==> config.mk <==
export PLATFORM = sky130hd
export DESIGN_NAME = txpybuf_rd
export DESIGN_NICKNAME = d
export VERILOG_FILES = /design/src/rtl/txpybuf_rd.sv
export SDC_FILE = /design/constraint.sdc
export NUM_CORES = 1
export LEC_CHECK = 0
export CAP_MARGIN = 20
export CORE_ASPECT_RATIO = 1.4
export CORE_MARGIN = 8
export CORE_UTILIZATION = 37
export CTS_BUF_LIST = sky130_fd_sc_hd__clkbuf_8
export CTS_CLUSTER_SIZE = 40
export DETAILED_ROUTE_END_ITERATION = 16
export GPL_TIMING_DRIVEN = 0
export SYNTH_ARGS = -nofsm -noshare
export SYNTH_HDL_FRONTEND = slang
export SYNTH_SLANG_ARGS = --single-unit
==> constraint.sdc <==
create_clock -name clk_6M -period 3.63 [get_ports clk_6M]
set_clock_uncertainty 0.15 [all_clocks]
set_input_delay 0.9075 -clock clk_6M [delete_from_list [all_inputs] [get_ports clk_6M]]
set_output_delay 0.9075 -clock clk_6M [all_outputs]
set_load 0.05 [all_outputs]
==> src/rtl/txpybuf_rd.sv <==
// txpybuf_rd: fetches tx payload words from SRAM and serialises them LSB-first, one bit per advance.
module txpybuf_rd #(
  parameter int RD_LAT = 1
) (
  input  logic        clk_6M,
  input  logic        rst,
  input  logic        txbuf_st_p,
  input  logic [12:0] pylenbit,
  input  logic [7:0]  txbuf_base,
  input  logic        pybit_adv_p,
  input  logic        abort_p,
  input  logic [31:0] txpydout,
  output logic        txpyrd_p,
  output logic [7:0]  txpyadr,
  output logic        bufpacketin,
  output logic        txbuf_ready,
  output logic        txbuf_busy,
  output logic        txbuf_done_p,
  output logic        txbuf_underrun
);
  localparam logic [1:0] IDLE = 2'd0;
  localparam logic [1:0] LOAD = 2'd1;
  localparam logic [1:0] RUN  = 2'd2;
  logic [1:0] state;
  logic [12:0] plen, bit_cnt;
  logic [7:0] base;
  logic [8:0] nwords, issued;
  logic [31:0] cur, nxt;
  logic cur_vld, nxt_vld;
  logic [RD_LAT-1:0] pipe;
  logic [13:0] plen_rnd;
  logic dv, last, bound;
  assign plen_rnd = {1'b0, pylenbit} + 14'd31;
  assign dv = pipe[RD_LAT-1];
  assign last = bit_cnt == plen - 13'd1;
  assign bound = bit_cnt[4:0] == 5'd31;
  assign txbuf_ready = state == RUN;
  assign txbuf_busy = state != IDLE;
  assign bufpacketin = txbuf_busy & cur[0];
  // pipe tracks strobes in flight; clearing it discards any read data still returning
  always_ff @(posedge clk_6M) begin
    if (rst) begin
      state <= IDLE;
      plen <= '0;
      bit_cnt <= '0;
      base <= '0;
      nwords <= '0;
      issued <= '0;
      cur <= '0;
      nxt <= '0;
      cur_vld <= 1'b0;
      nxt_vld <= 1'b0;
      pipe <= '0;
      txpyrd_p <= 1'b0;
      txpyadr <= '0;
      txbuf_done_p <= 1'b0;
      txbuf_underrun <= 1'b0;
    end else begin
      txpyrd_p <= 1'b0;
      txbuf_done_p <= 1'b0;
      pipe <= (pipe << 1) | RD_LAT'(txpyrd_p);
      if (txbuf_st_p) txbuf_underrun <= 1'b0;
      if (abort_p) begin
        state <= IDLE;
        pipe <= '0;
      end else if (txbuf_st_p && pylenbit != 13'd0) begin
        state <= LOAD;
        plen <= pylenbit;
        base <= txbuf_base;
        nwords <= plen_rnd[13:5];
        issued <= 9'd1;
        txpyrd_p <= 1'b1;
        txpyadr <= txbuf_base;
        bit_cnt <= '0;
        cur <= '0;
        nxt <= '0;
        cur_vld <= 1'b0;
        nxt_vld <= 1'b0;
        pipe <= '0;
      end else if (state == LOAD) begin
        if (pybit_adv_p) begin
          txbuf_underrun <= 1'b1;
          state <= IDLE;
          pipe <= '0;
        end else begin
          if (issued == 9'd1 && nwords > 9'd1) begin
            txpyrd_p <= 1'b1;
            txpyadr <= base + 8'd1;
            issued <= 9'd2;
          end
          if (dv) begin
            if (!cur_vld) begin
              cur <= txpydout;
              cur_vld <= 1'b1;
            end else begin
              nxt <= txpydout;
              nxt_vld <= 1'b1;
            end
            if (cur_vld || nwords == 9'd1) state <= RUN;
          end
        end
      end else if (state == RUN) begin
        if (dv) begin
          nxt <= txpydout;
          nxt_vld <= 1'b1;
        end
        if (pybit_adv_p) begin
          if (last) begin
            state <= IDLE;
            txbuf_done_p <= 1'b1;
            pipe <= '0;
          end else if (bound && !nxt_vld) begin
            txbuf_underrun <= 1'b1;
            state <= IDLE;
            pipe <= '0;
          end else begin
            bit_cnt <= bit_cnt + 13'd1;
            cur <= bound ? nxt : cur >> 1;
            if (bound) begin
              nxt_vld <= 1'b0;
              if (issued < nwords) begin
                txpyrd_p <= 1'b1;
                txpyadr <= base + issued[7:0];
                issued <= issued + 9'd1;
              end
            end
          end
        end
      end
    end
  end
endmodule

# Yosys cells after proc, flatten, opt, wreduce, memory -nomap -nowiden

Cells that the tools add are included.

Memories kept: 0
Bits in read-only memories: 0
Word-level logic and storage cells: 173
Register bits: 132
Latch bits: 0
Bits in writable memories: 0
Output and inout port bits: 14

Multiplexer cells: 93
$lt $le $gt $ge: 2
Bitwise logic cells: 4
Div/mod/pow operators: 0
Add/subtract/negate cells: 6
$mul: 0
Reduce and logical (&&, ||, !) cells: 35
Equal/unequal tests: 17
Shifts and indexed selects: 0

Operators with widths:

| operator              | count |
|---|---|
| $mux 32               | 17 |
| $mux 9                | 10 |
| $mux 8                | 10 |
| $mux 13               | 6 |
| $mux 1                | 42 |
| $reduce_bool 3->1     | 7 |
| $reduce_and 5->1      | 4 |
| $eq 9x1->1 const B    | 2 |
| $reduce_bool 2->1     | 9 |
| $mux 2                | 8 |
| $add 13x5->14 const B | 1 |
| $add 13x1->13 const B | 1 |
| $eq 13x13->1          | 1 |
| $reduce_bool 13->1    | 1 |
| $sub 13x1->13 const B | 1 |
| $ne 3x3->1 const B    | 4 |
| $add 9x1->9 const B   | 1 |
| $gt 9x1->1 const B    | 1 |
| $lt 9x9->1            | 1 |
| $reduce_and 9->1      | 1 |
| $add 8x1->8 const B   | 1 |
| $add 8x8->8           | 1 |
| $reduce_and 8->1      | 1 |
| $ne 3x2->1 const B    | 2 |
| 18 further kinds      | 24 |

# Logic depth before layout (Yosys ltp)

Word-level depth: 9
Gate-level depth with buffers: 15

# Worst setup path after synthesis

OpenSTA, ideal clock, no wires.

Path kind: register to register
From: reg state[1]
To: reg txpyadr[7]
Path slack: 622 ps
Data required time: 3348 ps
Data arrival time: 2726 ps
Stages on the path, launching flop included: 16
Path buffers: 2
Setup time: 132 ps
Cells stage by stage: dfxtp_1 -> inv_1 -> ha_1 -> clkbuf_1 -> clkbuf_1 -> nand2b_1 -> inv_1 -> ha_1 -> a21o_1 -> a21oi_1 -> o21ai_0 -> o41ai_1 -> xnor2_1 -> nand2_1 -> o2111ai_1 -> a21oi_1

Longest elaborated chain between the ends: 3
Elaborated cells between the ends (all ways): 13
Classes of those cells: eq/ne (6); mux (2); reduce/logical (5)

RTL lines:

| item                                                 | line    | source |
|---|---|---|
| start: declaration                                   | 24      | `logic [1:0] state;` |
| start signal: assignment                             | 43      | `state <= IDLE;` |
| start signal: assignment                             | 64      | `state <= IDLE;` |
| start signal: assignment                             | 67      | `state <= LOAD;` |
| $eq 2x1->1 or $eq 2x2->1 (tied branches)             | 80, 102 |  |
| $ne 3x2->1 (no line) (tied with other cells)         | n/a     |  |
| $reduce_and 9->1 (no line) or $mux 8 (tied branches) | n/a     |  |
| end signal: assignment                               | 73      | `txpyadr <= txbuf_base;` |
| end signal: assignment                               | 88      | `txpyadr <= base + 8'd1;` |
| end signal: assignment                               | 123     | `txpyadr <= base + issued[7:0];` |
| end: declaration                                     | 14      | `output logic [7:0] txpyadr,` |

Parallel ways exist; a longest one is shown, timed or not.
A chain may end at the register's enable or synchronous reset.

# Final worst setup path

From: in pylenbit[5]
To: reg issued[4]

Longest elaborated chain between the ends: 4
Elaborated cells between the ends (all ways): 12
Classes of those cells: eq/ne (4); mux (1); reduce/logical (7)

RTL lines:

| item                                         | line | source |
|---|---|---|
| start: declaration                           | 8    | `input logic [12:0] pylenbit,` |
| $reduce_bool 13->1 *                         | 66   | `end else if (txbuf_st_p && pylenbit != 13'd0) begin` |
| $logic_and 1x1->1 *                          | 66   |  |
| $ne 3x2->1 (no line) (tied with other cells) | n/a  |  |
| $reduce_and 9->1 (no line)                   | n/a  |  |
| end signal: assignment                       | 124  | `issued <= issued + 9'd1;` |
| end: declaration                             | 27   | `logic [8:0] nwords, issued;` |

Every way passes the cells marked *; elsewhere a longest branch is shown, timed or not.

==> qor.yml <==
outcome:
  status: "complete, no violations"
clock_network:
  cts_buffers: 17
  cts_max_level: 4
  clkSinkCount: 132
  clock_latency_ns: 0.45
  post-cts-setup-buffers: 0
  clk_pin_slew_ns: 0.07
  cts_root_buffer: "clkbuf_8"
  cts_tree: "done"
  clk_path_buf_depth: 2
  cts_hold_buf: 0
layout:
  multi_input_area_sq_um: 3960
  diodes: 0
  nets: 1004
  finalNonFillerCells: 1179
  seq_area_sq_um: 2640
  drive_gt1_frac: 0.0684
  area_delta_synth_final_pct: 21.0
  fill_cells: 1838
floorplanning:
  initial_core_util: 0.374
  die_x_um: 131
  core_sq_um: 18400
  fp.dieH_um: 177
  rows: 59
  dieArea_sq_um: 23300
  ios: 72
sta:
  slew_headroom: 0.475
  setup_viol: 0
  hold_viol: 0
  rsz0062_at_grt: "false"
  final-max-slew-violation-count: 0
  fin_crit_sh: 0.937
  tightest_slew_ns: 0.787
  max_freq_mhz: 294
  min_period_ns: 3.40
global_routing:
  antenna_found_initial: 1
  grt_pass1_wl_um: 33100
  grt-ovfl-total: 0
  met1_usage: 0.191
  grt_use_met3: 0.0414
  globalRouteMet2Util: 0.321
  top_usage_layer: "met2"
  grt_usage: 0.176
  grt_pass1_vias: 6367
  grt_start_max_net_pins: 17
pwr:
  p_seq_frac: 0.466
  power.total_mw: 3.25
  ir_drop_mv: 0.224
  leakagePower_nw: 2.90
  cellPowerDensity_nw_per_um2: 391
  power_frac_comb: 0.129
  p_int_mw: 2.34
  power_switching_mw: 0.913
  pwr-share-clk: 0.405
  p_sw_frac: 0.281
logic_synthesis:
  synth_nets: 917
  yosys.area.top_type_share: 0.384
  async_flop_share: 0
  yosysTopAreaCell: "dfxtp_1"
  ys_top_cells_by_count: "dfxtp_1, a21oi_1, nand2_1"
  synth_cells: 835
  synth.area.top_cells: "dfxtp_1, a21oi_1, nand2_1"
  synth_flop_cell: "dfxtp_1"
  synth.distinct_cells: 59
  synth_area_sq_um: 6880
  syn-mean-instance-area_sq_um: 8.24
  ys_ff_latch: 132
  yosysWarnings: 0
  synth_edf_count: 0
  synth.most_common_cell: "dfxtp_1"
  ys_seq_area_frac: 0.384
placement:
  routabilityCongestion: 0.932
  portBuffers: 69
  dp.cells: 1148
  dp_hpwl_um: 15500
drt:
  wl_per_cell_um: 17.6
  drcViolationCount: 0
  antenna_left: 0
  viasPerCell: 5.47
  drt_wl_total_um: 20700
  drtIter0Drc: 379
  first_pass_iters: 5
  num_vias: 6452
setup_path:
  cp-end-kind: "register"
  crit_fanout: 10
  crit_required_ns: 3.80
  startpoint_type: "input port"
  slowest_stage: "clkdlybuf4s50_1"
  cpPeakStageDelay_ns: 0.61
  reg2reg_slack_ns: 0.27
  crit_type: "input port to register"
  worstPathCellList: "clkdlybuf4s50_1 -> nor4_1 -> nand2_1 -> o21a_1 -> clkbuf_1 -> nor2_1 -> nor2_1 -> clkbuf_1 -> a21oi_2 -> o211ai_1 -> o31ai_1"
  crit_arrival_ns: 3.57
run:
  max_cap_viol_count: 0
worst_hold_path:
  hold_path.class: "register to register"
kinds of logic (layout without fill, tap and decap cells):
group | after synthesis | count (layout) | share of synthesized area
DFF | 132 | 132 | 0.384
buffers and inverters | 76 | 176 | 0.0446
muxes | 32 | 32 | 0.0466
xor gates and xnor gates | 33 | 33 | 0.0420
and+or+nand+nor | 291 | 291 | 0.206
adders and majority gates | 24 | 24 | 0.0447
AOI/OAI and AO/OA | 247 | 247 | 0.232
stage by stage:
stage	util	area (sq um)	setup WS [ns]	TNS (ns)	hold slack [ns]
floorplan	-	6880	0.622	0	0.275
global placement	0.428	7880	-0.758	-56.27	0.289
detailed placement	0.428	7880	-0.714	-51.92	0.295
CTS	0.452	8300	0.0159	0	0.306
global route	0.453	8320	0.0146	0	0.321
finish	0.453	8320	0.229	0	0.304
critical path, delay by kind of cell:
family	cells	cell delay, ns
AOI/OAI and AO/OA	4	0.55
buffers and inverters	3	1.52
and+or+nand+nor	4	0.59
registers in the layout (all words and copies together) (netlist names):
register        cells
cur                32
nxt                32
bit_cnt            13
plen               13
issued              9
nwords              9
base                8
txpyadr             8
state               2
cur_vld             1
dv                  1
nxt_vld             1
txbuf_done_p        1
txbuf_underrun      1
txpyrd_p            1
worst paths after layout:
path,start,end,depth (start not counted)
setup / recovery,pylenbit[5],issued[4]$_SDFFE_PP0P_,11
hold / removal,nxt[8]$_SDFFE_PP0P_,nxt[8]$_SDFFE_PP0P_,2
setup reg to reg,plen[2]$_SDFFE_PP0P_,cur[2]$_SDFFE_PP0P_,10
hold reg to reg,nxt[8]$_SDFFE_PP0P_,nxt[8]$_SDFFE_PP0P_,2
power by group through the flow:
stage / combinational [mW] / clock (mW) / sequential [mW]
after floorplan: 0.228 / 0 / 1.56
after detailed placement: 0.416 / 0 / 1.55
after CTS: 0.418 / 1.35 / 1.52
after global routing: 0.461 / 1.41 / 1.52
final: 0.420 / 1.32 / 1.52
after global placement: 0.415 / 0 / 1.55
layout by cell type (no fill, tap or decap), types with 15 or more instances in the layout:
cell	n
dfxtp_1	132
a21oi_1	101
nand2_1	86
clkdlybuf4s50_1	69
nor2_1	57
nand3_1	48
mux2i_1	32
o2bb2ai_1	32
clkbuf_1	31
o21ai_0	30
inv_1	25
ha_1	22
xnor2_1	19
clkbuf_8	17
nor2b_1	16
a22o_1	15
final cells by class:
class	instances	share of cell area
buffer	51	0.0266
clock buffer	17	0.0281
clock inverter	15	0.0216
inverter	24	0.0108
multi-input combinational	627	0.476
sequential	132	0.317
tap	244	0.0367
timing repair buffer	69	0.0830
per-layer routing:
metal	part of all wire	up-vias
met2	0.51	174
met3	0.048	47
met4	0.032	2
li1	-	3196
met1	0.41	3033
met5	0.00053	-
repair_timing:
| item | in CTS | in global routing |
|---|---|---|
| gates resized for setup | 6 | 14 |
| endpoints found under the setup margin | 47 | 85 |
| endpoints found under the hold margin | 0 | 0 |
| gates cloned | 0 | 0 |
(Power assumes the default switching activity.)
